**src/rtl/pipe_ctrl_pkg.sv**
```systemverilog
// Shared definitions for the pipeline hazard controller.
//   ctrl_state_e : controller FSM states (INIT, RUN, STALL), 2-bit encoding
//   FWD_*        : EX-stage ALU operand source selects
//   REG_ZERO     : hard-wired zero register; never a hazard or forward source
//   reg_match()  : nonzero 5-bit register equality used by all address compares
package pipe_ctrl_pkg;

  typedef enum logic [1:0] {
    INIT  = 2'd0,
    RUN   = 2'd1,
    STALL = 2'd2
  } ctrl_state_e;

  localparam logic [1:0] FWD_BANK = 2'b00;  // operand from register bank
  localparam logic [1:0] FWD_MEM  = 2'b01;  // operand from buffer3 result
  localparam logic [1:0] FWD_WB   = 2'b10;  // operand from mux4 (WB) result

  localparam logic [4:0] REG_ZERO = 5'd0;

  // True when dst names a real register and equals src.
  function automatic logic reg_match(input logic [4:0] dst, input logic [4:0] src);
    return (dst != REG_ZERO) && (dst == src);
  endfunction

endpackage

```
**src/rtl/pipe_hazard_ctrl_sat_counter.sv**
```systemverilog
// Saturating event counter used for the controller performance counters.
//   clk, rst_n : clock, asynchronous active-low reset (clears count)
//   inc        : count one event this cycle
//   clr        : synchronous clear, wins over inc
//   cnt        : current count, holds at all-ones once reached
module sat_counter #(
  parameter int CNT_W = 16
) (
  input  logic             clk,
  input  logic             rst_n,
  input  logic             inc,
  input  logic             clr,
  output logic [CNT_W-1:0] cnt
);

  always_ff @(posedge clk or negedge rst_n) begin
    if (!rst_n) begin
      cnt <= '0;
    end else if (clr) begin
      cnt <= '0;
    end else if (inc && (cnt != {CNT_W{1'b1}})) begin
      cnt <= cnt + 1'b1;
    end
  end

endmodule

```
**src/rtl/pipe_hazard_ctrl.sv**
```systemverilog
// Hazard / sequencing controller for the 5-stage pipeline
// (IF/b1/ID/b2/EX/b3/MEM/b4/WB).
//
// Build option: define FORWARD_EN to enable EX-stage operand forwarding;
// only load-use hazards then stall (always for one cycle). Without it, fwd_a/fwd_b
// are constant 00 and any RAW dependency on EX/MEM/WB stalls until the
// producer has left WB.
//
// Ports:
//   clk, rst_n                 clock, asynchronous active-low reset
//   id_rs, id_rt, id_uses_rt   source registers of the instruction in ID
//   ex_rs, ex_rt               source registers held in b2 (EX)
//   ex_aw, ex_regwrite, ex_er  EX destination, write enable, load flag
//   mem_aw, mem_regwrite       MEM destination / write enable (b3)
//   wb_aw, wb_regwrite         WB destination / write enable (b4)
//   mem_taken, mem_jump        branch taken / jump resolved in MEM
//   pc_en, b1_en               PC and buffer1 load enables
//   b1_flush..b3_flush         load a bubble into that buffer on the next edge
//   fwd_a, fwd_b               ALU operand source selects
//   stall_cnt, flush_cnt       saturating stall-cycle / redirect-event counters
//   state_dbg                  current FSM state (ctrl_state_e encoding)
//
// After reset the controller sits in INIT for INIT_CYC cycles with the PC frozen
// and b1..b3 flushed, since the pipeline buffers have no reset of their own.
// Outputs are combinational from state and inputs; only the state, the init
// counter and the perf counters are registered.
module pipe_hazard_ctrl
  import pipe_ctrl_pkg::*;
#(
  parameter int INIT_CYC = 4,
  parameter int CNT_W    = 16
) (
  input  logic             clk,
  input  logic             rst_n,
  input  logic [4:0]       id_rs,
  input  logic [4:0]       id_rt,
  input  logic             id_uses_rt,
  input  logic [4:0]       ex_rs,
  input  logic [4:0]       ex_rt,
  input  logic [4:0]       ex_aw,
  input  logic             ex_regwrite,
  input  logic             ex_er,
  input  logic [4:0]       mem_aw,
  input  logic             mem_regwrite,
  input  logic [4:0]       wb_aw,
  input  logic             wb_regwrite,
  input  logic             mem_taken,
  input  logic             mem_jump,
  output logic             pc_en,
  output logic             b1_en,
  output logic             b1_flush,
  output logic             b2_flush,
  output logic             b3_flush,
  output logic [1:0]       fwd_a,
  output logic [1:0]       fwd_b,
  output logic [CNT_W-1:0] stall_cnt,
  output logic [CNT_W-1:0] flush_cnt,
  output logic [1:0]       state_dbg
);

  localparam int INIT_W = (INIT_CYC > 1) ? $clog2(INIT_CYC) : 1;

  ctrl_state_e       state_q;
  logic [INIT_W-1:0] init_cnt_q;

  logic       hazard;
  logic       redirect;
  logic [1:0] fwd_a_sel;
  logic [1:0] fwd_b_sel;

  // ID instruction reads register dst (rt only counts when actually used).
  function automatic logic rd_hit(input logic [4:0] dst);
    return reg_match(dst, id_rs) || (id_uses_rt && reg_match(dst, id_rt));
  endfunction

  assign redirect = mem_taken | mem_jump;

`ifdef FORWARD_EN
  // Only a load in EX cannot be forwarded in time; everything else is bypassed.
  assign hazard = ex_regwrite & ex_er & rd_hit(ex_aw);

  // MEM result is younger than WB, so it wins when both match.
  always_comb begin
    fwd_a_sel = FWD_BANK;
    fwd_b_sel = FWD_BANK;
    if (mem_regwrite && reg_match(mem_aw, ex_rs))     fwd_a_sel = FWD_MEM;
    else if (wb_regwrite && reg_match(wb_aw, ex_rs))  fwd_a_sel = FWD_WB;
    if (mem_regwrite && reg_match(mem_aw, ex_rt))     fwd_b_sel = FWD_MEM;
    else if (wb_regwrite && reg_match(wb_aw, ex_rt))  fwd_b_sel = FWD_WB;
  end
`else
  // No bypass paths: the ID instruction waits until no in-flight producer
  // of its sources remains in EX, MEM or WB.
  assign hazard = (ex_regwrite  & rd_hit(ex_aw))
                | (mem_regwrite & rd_hit(mem_aw))
                | (wb_regwrite  & rd_hit(wb_aw));

  assign fwd_a_sel = FWD_BANK;
  assign fwd_b_sel = FWD_BANK;

  // EX source fields and the load flag only matter for forwarding.
  logic unused_fwd_inputs;
  assign unused_fwd_inputs = ^{ex_rs, ex_rt, ex_er};
`endif

  // Output decode; a redirect squashes everything younger than MEM, including
  // an instruction that would otherwise be stalled.
  always_comb begin
    pc_en    = 1'b0;
    b1_en    = 1'b0;
    b1_flush = 1'b0;
    b2_flush = 1'b0;
    b3_flush = 1'b0;
    fwd_a    = FWD_BANK;
    fwd_b    = FWD_BANK;
    case (state_q)
      INIT: begin
        b1_flush = 1'b1;
        b2_flush = 1'b1;
        b3_flush = 1'b1;
      end
      default: begin
        fwd_a = fwd_a_sel;
        fwd_b = fwd_b_sel;
        if (redirect) begin
          pc_en    = 1'b1;
          b1_en    = 1'b1;
          b1_flush = 1'b1;
          b2_flush = 1'b1;
          b3_flush = 1'b1;
        end else if (hazard) begin
          b2_flush = 1'b1;  // hold IF/ID, bubble into EX
        end else begin
          pc_en = 1'b1;
          b1_en = 1'b1;
        end
      end
    endcase
  end

  always_ff @(posedge clk or negedge rst_n) begin
    if (!rst_n) begin
      state_q    <= INIT;
      init_cnt_q <= INIT_W'(INIT_CYC - 1);
    end else begin
      case (state_q)
        INIT: begin
          if (init_cnt_q == '0) state_q <= RUN;
          else                  init_cnt_q <= init_cnt_q - 1'b1;
        end
        RUN, STALL: begin
          if (redirect)    state_q <= RUN;
          else if (hazard) state_q <= STALL;
          else             state_q <= RUN;
        end
        default: state_q <= INIT;
      endcase
    end
  end

  assign state_dbg = state_q;

  logic in_init;
  logic stall_inc;
  logic flush_inc;

  assign in_init   = (state_q == INIT);
  assign flush_inc = !in_init && redirect;
  assign stall_inc = !in_init && hazard && !redirect;

  sat_counter #(.CNT_W(CNT_W)) u_stall_cnt (
    .clk   (clk),
    .rst_n (rst_n),
    .inc   (stall_inc),
    .clr   (in_init),
    .cnt   (stall_cnt)
  );

  sat_counter #(.CNT_W(CNT_W)) u_flush_cnt (
    .clk   (clk),
    .rst_n (rst_n),
    .inc   (flush_inc),
    .clr   (in_init),
    .cnt   (flush_cnt)
  );

endmodule
```
**config.mk**
```make
export PLATFORM = sky130hd
export DESIGN_NAME = pipe_hazard_ctrl
export DESIGN_NICKNAME = d
export VERILOG_FILES = /design/src/rtl/pipe_ctrl_pkg.sv /design/src/rtl/pipe_hazard_ctrl_sat_counter.sv /design/src/rtl/pipe_hazard_ctrl.sv
export SDC_FILE = /design/constraint.sdc
export NUM_CORES = 1
export LEC_CHECK = 0
export BUFFER_PORTS_ARGS = -buffer_cell sky130_fd_sc_hd__buf_2
export CORE_UTILIZATION = 50
export DETAILED_ROUTE_END_ITERATION = 10
export MAX_ROUTING_LAYER = met4
export PLACE_DENSITY = 0.79
export SYNTH_ARGS = -nofsm -noshare
export SYNTH_HDL_FRONTEND = slang
export SYNTH_HIERARCHICAL = 1
export SYNTH_SLANG_ARGS = --single-unit
```
**constraint.sdc**
```tcl
create_clock -name clk -period 2.4 [get_ports clk]
set_input_delay 0.12 -clock clk [delete_from_list [all_inputs] [get_ports clk]]
set_output_delay 0.12 -clock clk [all_outputs]
set_load 0.02 [all_outputs]
```
==> results.py, run 1 <==
metrics = {
    "outcome": {
        "status": "finished, final reports clean",
    },
    "cts": {
        "cts.sinks": 36,
        "clkTransAtPathRegs_ps": 80,
        "clk_path_buf_depth": 2,
        "cts_tree": "yes",
        "cts_root_buf": "clkbuf_8",
        "numCtsBuffers": 5,
        "clock_latency_ps": 290,
        "htree_levels": 2,
    },
    "synth": {
        "yosys_warnings": 6,
        "synthArstFlopShare": 1.00,
        "synthCells": 285,
        "yosysUniqueCellTypes": 40,
        "synth_edf_count": 0,
        "syn_avg_cell_area_um2": 9.08,
        "netlist_area_mm2": 0.00259,
        "synthFlopType": "dfrtp_1",
        "synth-seq-cells": 36,
        "ys_seq_area_frac": 0.349,
    },
    "grt": {
        "grt_max_degree": 37,
        "antenna_found_initial": 0,
        "grtUsageTotal": 0.252,
        "grt_pass1_vias": 2236,
        "gr-total-overflow": 0,
        "grt_first_pass_wirelength_mm": 10.5,
    },
    "sta": {
        "slew_violations": 0,
        "finalCritPeriodShare": 0.923,
        "max_freq_mhz": 451,
        "fin_skew_ps": 11.3,
        "hold_viol_final": 0,
        "setup_viol": 0,
        "setup_tns_ps": 0,
        "period_minus_slack_ps": 2210,
        "fin_ws_ps": 185,
        "max_slew_margin": 0.464,
        "rsz0062_at_grt": "false",
        "worst_pin_slew_ps": 803,
    },
    "cells_and_area": {
        "stdcell_count": 431,
        "final_cell_mix": "buf_2, dfrtp_1, xnor2_1, a21oi_1, nand2_1",
        "n_antenna_cell": 0,
        "mostFrequentLayoutCell": "buf_2",
        "drive_gt1_frac": 0.321,
        "area_growth_pct": 21.1,
        "fin_util": 0.647,
        "layout.nets": 412,
    },
    "floorplanning": {
        "fp.dieW_um": 74.0,
        "die_area_mm2": 0.00547,
        "rows": 25,
        "start_util": 0.534,
        "core_area_mm2": 0.00485,
        "die_h_um": 74.0,
        "ios": 87,
    },
    "drt": {
        "wl_mm": 6.39,
        "ant_nets": 0,
        "drc": 0,
        "vias": 2498,
        "drt_iter0_drc": 232,
        "wl_per_cell_um": 14.8,
        "vias_per_cell": 5.80,
        "dr.pass1.iters": 4,
    },
    "setup_path": {
        "required_ps": 2620,
        "start_kind": "register",
        "crit_type": "reg -> reg",
        "cp_data_arrival_time_ps": 2440,
        "cp-end-kind": "register",
        "cpPeakStageDelay_ps": 640,
        "crit_chain": "inv_1 -> ha_1 -> nor2_2 -> clkinvlp_4 -> buf_4 -> or4_2 -> a21oi_1",
        "cp_slowest_cell": "or4_2",
        "reg2reg_slack_ps": 190,
        "critPathMaxFanout": 10,
    },
    "place": {
        "placed_cells": 418,
        "gp_congestion": 0.842,
        "dp_hpwl_mm": 4.65,
        "io_buffers": 71,
        "dp_slack_ps": 18.2,
    },
    "power_and_ir_drop": {
        "vdd_drop_max_mv": 0.453,
        "power.density_mw_per_mm2": 556,
        "p_leak_nw": 1.40,
    },
    "flow_run": {
        "cap_violations": 0,
    },
    "worst_hold_path": {
        "min_path_type": "in -> reg",
    },
}
[what timing repair did]
item / in CTS / in global routing
endpoints found under the setup margin: 0 / 5
hold endpoints to repair: 34 / 0
resized for setup: 0 / 3
hold buffers: 1 / 0
setup buffers: 0 / 3
[worst max-delay path, delay by kind of cell, from the launching register on]
| family | cells | cell delay [ps] |
|---|---|---|
| AO/OA/AOI/OAI | 1 | 160 |
| adder cells (fa/ha/maj) | 1 | 230 |
| buffers and inverters | 3 | 430 |
| flip-flops | 1 | 390 |
| AND/OR/NAND/NOR | 2 | 960 |
[sequential cells by signal, summed over array words and instances, names as in the netlist]
signal	flops
u_stall_cnt/cnt	16
init_cnt_q	2
state_dbg	2
u_flush_cnt/cnt	16
[cell families (layout without fill, tap and decap cells)]
kind of cell    Yosys count  count (layout)  share of synthesized area
simple gates            116             116                      0.276
flops                    36              36                      0.349
compound gates           60              60                      0.152
buf+inv                  27             103                     0.0536
mux                       9               9                     0.0387
fa+ha+maj                 5               5                     0.0242
xor+xnor                 31              31                      0.105
other cells               1               4                    0.00145
[through the flow]
| step | cell area (um^2) | hold slack, ps | power [mW] |
|---|---|---|---|
| floorplan | 2600 | -176 | 1.11 |
| global placement | 3000 | 254 | 1.29 |
| detailed placement | 3000 | 258 | 1.31 |
| CTS | 3100 | 314 | 1.74 |
| global route | 3140 | 368 | 1.84 |
| finish | 3140 | 329 | 1.74 |
[worst paths after layout]
path,from,endpoint,depth (start not counted)
max,state_dbg[1]$_DFFE_PN0N_,u_flush_cnt/cnt[3]$_DFFE_PN0P_,7
min,mem_taken,state_dbg[1]$_DFFE_PN0N_,5
max reg2reg,state_dbg[1]$_DFFE_PN0N_,u_flush_cnt/cnt[3]$_DFFE_PN0P_,7
min reg2reg,init_cnt_q[0]$_DFFE_PN1P_,init_cnt_q[0]$_DFFE_PN1P_,1
max in group asynchronous,rst_n,state_dbg[1]$_DFFE_PN0N_,2
min in group asynchronous,rst_n,u_stall_cnt/cnt[5]$_DFFE_PN0P_,2
[cell type report]
cell class	count	area [um^2]
multi-input combinational	225	1560
sequential	36	903
clock inverter	3	18.8
fill	403	1710
tap	67	83.8
timing repair inverter	1	5.00
timing repair buffer	83	448
clock buffer	5	68.8
inverter	11	45.0
[metal layers]
| layer | vias to the layer above | wire [um] | GRT usage | share of wire |
|---|---|---|---|---|
| li1 | 1217 | - | - | - |
| met1 | 1210 | 2950 | 0.343 | 0.46 |
| met2 | 67 | 3160 | 0.405 | 0.49 |
| met3 | 4 | 246 | 0.0352 | 0.038 |
| met4 | 0 | 40 | 0.0449 | 0.0063 |
| met5 | - | 0 | - | 0 |
[synthesized netlist by cell type, drive strengths merged (2+ instances only)]
master	count	area [um^2]
and4	4	40.0
or3	6	40.0
a211oi	2	25.0
nand4	17	119
dfstp	2	52.6
nand3	11	55.1
clkbuf	8	30.0
nor2b	8	50.1
a21oi	22	110
nor2	13	48.8
nand2	20	75.1
nand3b	2	15.0
and3	4	25.0
o31ai	14	105
o21ai	10	50.1
nor3	2	10.0
nor4	10	92.6
mux2	8	90.1
buf	8	67.6
xnor2	31	272
or4	17	133
dfrtp	34	851
ha	5	62.6
o211ai	2	25.0
o22ai	4	25.0
o21a	3	22.5
inv	11	41.3
[power breakdown]
| group | switching [mW] | internal, mW | leakage [nW] |
|---|---|---|---|
| Combinational | 0.314 | 0.213 | 0.871 |
| Clock | 0.227 | 0.202 | 0.0479 |
| Sequential | 0.111 | 0.677 | 0.480 |
Note: power is estimated with default switching activity, not from simulation.
==> run 2, diff against run 1 <==
--- a/config.mk
+++ b/config.mk
@@ -6,10 +6,13 @@
 export NUM_CORES = 1
 export LEC_CHECK = 0
 export BUFFER_PORTS_ARGS = -buffer_cell sky130_fd_sc_hd__buf_2
-export CORE_UTILIZATION = 50
+export CELL_PAD_IN_SITES_DETAIL_PLACEMENT = 1
+export CELL_PAD_IN_SITES_GLOBAL_PLACEMENT = 1
+export CORE_UTILIZATION = 37
 export DETAILED_ROUTE_END_ITERATION = 10
+export GPL_TIMING_DRIVEN = 0
 export MAX_ROUTING_LAYER = met4
-export PLACE_DENSITY = 0.79
+export PLACE_DENSITY_LB_ADDON = 0.1
 export SYNTH_ARGS = -nofsm -noshare
 export SYNTH_HDL_FRONTEND = slang
 export SYNTH_HIERARCHICAL = 1
==> run 2 against run 1 <==
Effect of this change: hold slack lost 120 ps; largest cell class unchanged; cell area grew 2.3%; highest routed layer unchanged; clock power grew 15%; global-route usage shrank 3.2 points; sequential share of layout area shrank 0.65 points; critical endpoint is now u_stall_cnt/cnt[2]$_DFFE_PN0P_; register-to-register slack is essentially flat.
==> results.py, run 2 (synthesis gave the netlist of run 1 again) <==
metrics = {
    "place": {
        "io_buffers": 71,
        "gp_congestion": 0.747,
        "dp_hpwl_mm": 5.53,
        "dp_slack_ps": -852,
    },
    "grt": {
        "grt_first_pass_wirelength_mm": 12.5,
        "grt_max_degree": 37,
        "grtUsageTotal": 0.220,
        "gr-total-overflow": 0,
        "grt_pass1_vias": 2541,
        "antenna_found_initial": 0,
    },
    "floorplanning": {
        "die_h_um": 85.6,
        "ios": 87,
        "die_area_mm2": 0.00734,
        "start_util": 0.381,
        "rows": 30,
        "core_area_mm2": 0.00679,
        "fp.dieW_um": 85.6,
    },
    "drt": {
        "wl_mm": 7.34,
        "dr.pass1.iters": 4,
        "vias": 2481,
        "drc": 0,
        "wl_per_cell_um": 15.8,
        "vias_per_cell": 5.35,
        "drt_iter0_drc": 68,
        "ant_nets": 0,
    },
    "flow_run": {
        "cap_violations": 0,
    },
    "sta": {
        "fin_ws_ps": 198,
        "fin_skew_ps": 6.87,
        "worst_pin_slew_ps": 848,
        "max_slew_margin": 0.435,
        "max_freq_mhz": 454,
        "slew_violations": 0,
        "hold_viol_final": 0,
        "period_minus_slack_ps": 2200,
        "finalCritPeriodShare": 0.918,
        "setup_viol": 0,
        "rsz0062_at_grt": "false",
    },
    "setup_path": {
        "start_kind": "register",
        "cp-end-kind": "register",
        "cp_data_arrival_time_ps": 2410,
        "required_ps": 2600,
        "reg2reg_slack_ps": 200,
        "critPathMaxFanout": 13,
        "crit_type": "reg -> reg",
    },
    "cells_and_area": {
        "fin_util": 0.472,
        "nFillCells": 847,
        "area_growth_pct": 23.9,
        "layout.nets": 416,
        "mostFrequentLayoutCell": "buf_2",
        "n_antenna_cell": 0,
        "final_cell_mix": "buf_2, dfrtp_1, xnor2_1, a21oi_1, nand2_1",
        "drive_gt1_frac": 0.315,
        "top_regs": "u_flush_cnt/cnt x16, u_stall_cnt/cnt x16",
    },
    "power_and_ir_drop": {
        "power.density_mw_per_mm2": 568,
        "vdd_drop_max_mv": 0.375,
        "p_leak_nw": 1.42,
    },
    "worst_hold_path": {
        "min_path_type": "in -> reg",
    },
    "cts": {
        "cts_tree": "yes",
        "clkTransAtPathRegs_ps": 80,
        "numCtsBuffers": 5,
        "cts.sinks": 36,
        "clk_path_buf_depth": 2,
        "htree_levels": 2,
        "cts_root_buf": "clkbuf_8",
        "clock_latency_ps": 290,
    },
    "outcome": {
        "status": "finished, final reports clean",
    },
}
run 2: cell types whose count changed in the layout (fill, tap and decap cells not counted), moves of 2 or more:
cell / before / now
clkbuf_1: 0 / 5
buf_4: 11 / 8
buf_6: 0 / 2
clkbuf_2: 0 / 2
clkbuf_8: 5 / 7
clkinv_2: 2 / 0
run 2: power by group:
| part | internal, mW | leakage, nW | switching, mW |
|---|---|---|---|
| registers | 0.677 | 0.480 | 0.118 |
| clock network | 0.262 | 0.0515 | 0.230 |
| logic | 0.216 | 0.886 | 0.320 |
| total | 1.16 | 1.42 | 0.668 |
run 2: layout make-up:
class / instances / area, um^2 / area share
multi-input combinational: 225 / 1570 / 0.489
sequential: 36 / 903 / 0.282
timing repair buffer: 74 / 380 / 0.119
tap: 96 / 120 / 0.0374
clock buffer: 8 / 100 / 0.0312
buffer: 14 / 92.6 / 0.0289
inverter: 11 / 41.3 / 0.0129
run 2: worst paths after layout:
check / start / endpoint / cells past startpoint
setup / recovery: state_dbg[0]$_DFFE_PN0N_ / u_stall_cnt/cnt[2]$_DFFE_PN0P_ / 8
hold reg to reg: init_cnt_q[0]$_DFFE_PN1P_ / init_cnt_q[0]$_DFFE_PN1P_ / 1
min in group asynchronous: rst_n / u_stall_cnt/cnt[6]$_DFFE_PN0P_ / 2
max in group asynchronous: rst_n / u_stall_cnt/cnt[2]$_DFFE_PN0P_ / 2
hold / removal: mem_taken / state_dbg[1]$_DFFE_PN0N_ / 4
setup reg to reg: state_dbg[0]$_DFFE_PN0N_ / u_stall_cnt/cnt[2]$_DFFE_PN0P_ / 8
run 2: through the flow:
step	instance area [um^2]	setup TNS, ps	cells	power (mW)	hold slack [ps]
2_1_floorplan	2600	0	288	1.11	-176
3_3_place_gp	3080	-9920	455	1.31	289
3_5_place_dp	3080	-10650	455	1.34	286
4_1_cts	3200	0	465	1.84	221
5_1_grt	3210	0	464	1.93	229
6_report	3210	0	464	1.82	214
run 2: layer usage:
| metal | routed length (um) | track usage | share of wire | vias to the layer above |
|---|---|---|---|---|
| li1 | - | - | - | 1225 |
| met1 | 3480 | 0.277 | 0.47 | 1208 |
| met2 | 3590 | 0.374 | 0.49 | 43 |
| met3 | 217 | 0.0366 | 0.030 | 5 |
| met4 | 48 | 0.0424 | 0.0065 | 0 |
| met5 | 0 | - | 0 | - |
run 2: worst max-delay path, cell delays in order (launching register included):
cell	delay, ps
dfrtp_1	390
inv_1	70
ha_2	260
inv_1	120
nand2_1	130
nor2_4	210
inv_2	130
or4_2	620
a21oi_1	190
run 2: timing repair:
item	CTS	global route
cloned	0	0
pin swaps	1	0
setup endpoints to repair	24	27
endpoints found under the hold margin	34	0
resized for setup	3	4
setup buffers	2	0
hold buffers	1	0
==> run 3, diff against run 2 <==
--- a/config.mk
+++ b/config.mk
@@ -8,6 +8,7 @@
 export BUFFER_PORTS_ARGS = -buffer_cell sky130_fd_sc_hd__buf_2
 export CELL_PAD_IN_SITES_DETAIL_PLACEMENT = 1
 export CELL_PAD_IN_SITES_GLOBAL_PLACEMENT = 1
+export CORE_ASPECT_RATIO = 0.6
 export CORE_UTILIZATION = 37
 export DETAILED_ROUTE_END_ITERATION = 10
 export GPL_TIMING_DRIVEN = 0
==> run 3 against run 2 <==
Effect of this change: clock skew about the same; sequential power decreased by 0.5%; highest routed layer unchanged; global-route usage increased by 1.7 points; die area increased by 0.15%; critical endpoint is now u_stall_cnt/cnt[3]$_DFFE_PN0P_; count of clock-buffer cells in the layout decreased by 2; via count increased by 4.7%.
==> results.py, run 3 (synthesis gave the netlist of run 1 again) <==
metrics = {
    "sta": {
        "hold_viol_final": 0,
        "finalCritPeriodShare": 0.926,
        "rsz0062_at_grt": "false",
        "setup_viol": 0,
        "max_slew_margin": 0.433,
        "worst_pin_slew_ps": 851,
        "period_minus_slack_ps": 2220,
        "max_freq_mhz": 450,
        "fin_skew_ps": 6.47,
        "slew_violations": 0,
    },
    "drt": {
        "drc": 0,
        "ant_nets": 0,
        "drt_iter0_drc": 102,
        "dr.pass1.iters": 6,
        "wl_per_cell_um": 17.4,
        "vias_per_cell": 5.70,
        "wl_mm": 7.93,
        "vias": 2597,
    },
    "power_and_ir_drop": {
        "vdd_drop_max_mv": 0.334,
        "pwr-share-clk": 0.356,
        "p_leak_nw": 1.45,
        "intPower_mw": 1.39,
        "seqPwrFrac": 0.381,
        "power.density_mw_per_mm2": 633,
        "comb_power_share": 0.263,
        "switching_share": 0.332,
        "p_sw_mw": 0.690,
    },
    "floorplanning": {
        "fp.dieW_um": 110,
        "start_util": 0.386,
        "die_h_um": 66.8,
        "rows": 23,
        "core_area_mm2": 0.00671,
        "die_area_mm2": 0.00735,
        "ios": 87,
    },
    "grt": {
        "grt_pass1_vias": 2528,
        "grtUsageTotal": 0.237,
        "grtUsageMet1": 0.346,
        "use_met3": 0.0460,
        "gr-total-overflow": 0,
        "busiest_layer": "met1",
        "grtUsageMet2": 0.338,
        "grt_max_degree": 37,
        "antenna_found_initial": 0,
        "grt_first_pass_wirelength_mm": 12.9,
    },
    "worst_hold_path": {
        "min_path_cells": 4,
        "min_to": "state_dbg[1]$_DFFE_PN0N_",
        "hold_start": "mem_taken",
        "min_path_type": "in -> reg",
    },
    "setup_path": {
        "required_ps": 2600,
        "r2r_cells": 9,
        "critPathMaxFanout": 10,
        "start_kind": "register",
        "cp-end-kind": "register",
        "cp_data_arrival_time_ps": 2430,
        "reg2reg_slack_ps": 180,
        "reg2reg_to": "u_stall_cnt/cnt[3]$_DFFE_PN0P_",
        "regToRegStartpoint": "state_dbg[0]$_DFFE_PN0N_",
        "crit_type": "reg -> reg",
    },
    "cts": {
        "htree_levels": 2,
        "clock_latency_ps": 280,
        "clk_path_buf_depth": 2,
        "cts.sinks": 36,
        "clkTransAtPathRegs_ps": 60,
        "numCtsBuffers": 5,
        "cts_root_buf": "clkbuf_16",
        "cts_tree": "yes",
    },
    "cells_and_area": {
        "mostFrequentLayoutCell": "buf_2",
        "n_antenna_cell": 0,
        "area_growth_pct": 26.7,
        "final_cell_mix": "buf_2, dfrtp_1, xnor2_1, a21oi_1, nand2_1",
        "layout.nets": 417,
        "drive_gt1_frac": 0.320,
        "top_regs": "u_flush_cnt/cnt x16, u_stall_cnt/cnt x16",
        "stdcell_count": 456,
        "nFillCells": 818,
        "final_area_mm2": 0.00328,
    },
    "flow_run": {
        "cap_violations": 0,
    },
    "place": {
        "placed_cells": 446,
        "io_buffers": 71,
        "dp_hpwl_mm": 5.99,
        "dpl_cell_area_mm2": 0.00307,
        "gp_congestion": 0.813,
    },
    "outcome": {
        "status": "finished, final reports clean",
    },
}
run 3: changes by cell type in the layout (fill, tap and decap cells not counted):
| cell | previous run | this run |
|---|---|---|
| bufinv_16 | 0 | 1 |
| clkbuf_16 | 0 | 5 |
| clkbuf_4 | 0 | 1 |
| clkbuf_8 | 7 | 0 |
| clkinv_2 | 0 | 1 |
| ha_2 | 1 | 0 |
| ha_4 | 0 | 1 |
| nand2_1 | 20 | 19 |
| nand2_2 | 0 | 1 |
run 3: final cells by class:
cell class | instances | area, um^2 | share of cell area
Clock buffer | 6 | 129 | 0.0393
Buffer | 15 | 100 | 0.0305
Tap cell | 87 | 109 | 0.0332
Inverter | 11 | 41.3 | 0.0126
Clock inverter | 2 | 35.0 | 0.0107
Sequential cell | 36 | 903 | 0.275
Timing Repair Buffer | 74 | 380 | 0.116
Multi-Input combinational cell | 225 | 1580 | 0.482
run 3: worst max path at each step:
stage | start | end | depth (start not counted)
detailed placement | wb_aw[1] | u_stall_cnt/cnt[6]$_DFFE_PN0P_ | 10
finish | state_dbg[0]$_DFFE_PN0N_ | u_stall_cnt/cnt[3]$_DFFE_PN0P_ | 9
CTS | state_dbg[0]$_DFFE_PN0N_ | u_stall_cnt/cnt[3]$_DFFE_PN0P_ | 9
global placement | wb_aw[1] | u_stall_cnt/cnt[14]$_DFFE_PN0P_ | 10
global route | state_dbg[0]$_DFFE_PN0N_ | u_stall_cnt/cnt[3]$_DFFE_PN0P_ | 9
floorplan | state_dbg[0]$_DFFE_PN0N_ | u_stall_cnt/cnt[3]$_DFFE_PN0P_ | 9
run 3: critical path, cell delays in order (launching register included):
cell      delay (ps)
dfrtp_1          400
inv_1            110
ha_4             210
inv_2             90
nand2_2           90
nor2_4           150
inv_1             90
clkbuf_4         200
or4_2            650
a21oi_1          160
run 3: metrics by stage:
| step | setup slack, ps | TNS (ps) | power, mW | util | hold slack (ps) |
|---|---|---|---|---|---|
| floorplan | 2.97 | 0 | 1.11 | - | -176 |
| global placement | -825 | -10190 | 1.31 | 0.457 | 285 |
| detailed placement | -896 | -11030 | 1.33 | 0.457 | 270 |
| CTS | 14.8 | 0 | 2.10 | 0.486 | 281 |
| global route | 30.4 | 0 | 2.20 | 0.489 | 317 |
| finish | 177 | 0 | 2.08 | 0.489 | 296 |
run 3: power groups by stage:
stage / clock network [mW] / registers [mW] / logic, mW
after global routing: 0.791 / 0.806 / 0.601
after global placement: 0 / 0.796 / 0.515
after CTS: 0.764 / 0.790 / 0.542
after floorplan: 0 / 0.861 / 0.253
final: 0.738 / 0.791 / 0.547
after detailed placement: 0 / 0.800 / 0.532
run 3: what timing repair did:
action / in CTS / in global routing
gates cloned: 0 / 0
setup buffers: 1 / 1
gates resized for setup: 5 / 6
pin swaps: 1 / 2
setup endpoints to repair: 25 / 26
hold buffers: 1 / 0
endpoints found under the hold margin: 34 / 0
run 3: metal layers:
layer | vias to the layer above | routed length, um | share of wire
met1 | 1292 | 4100 | 0.52
met3 | 9 | 298 | 0.038
met2 | 68 | 3460 | 0.44
met5 | - | 0 | 0
li1 | 1228 | - | -
met4 | 0 | 61 | 0.0077
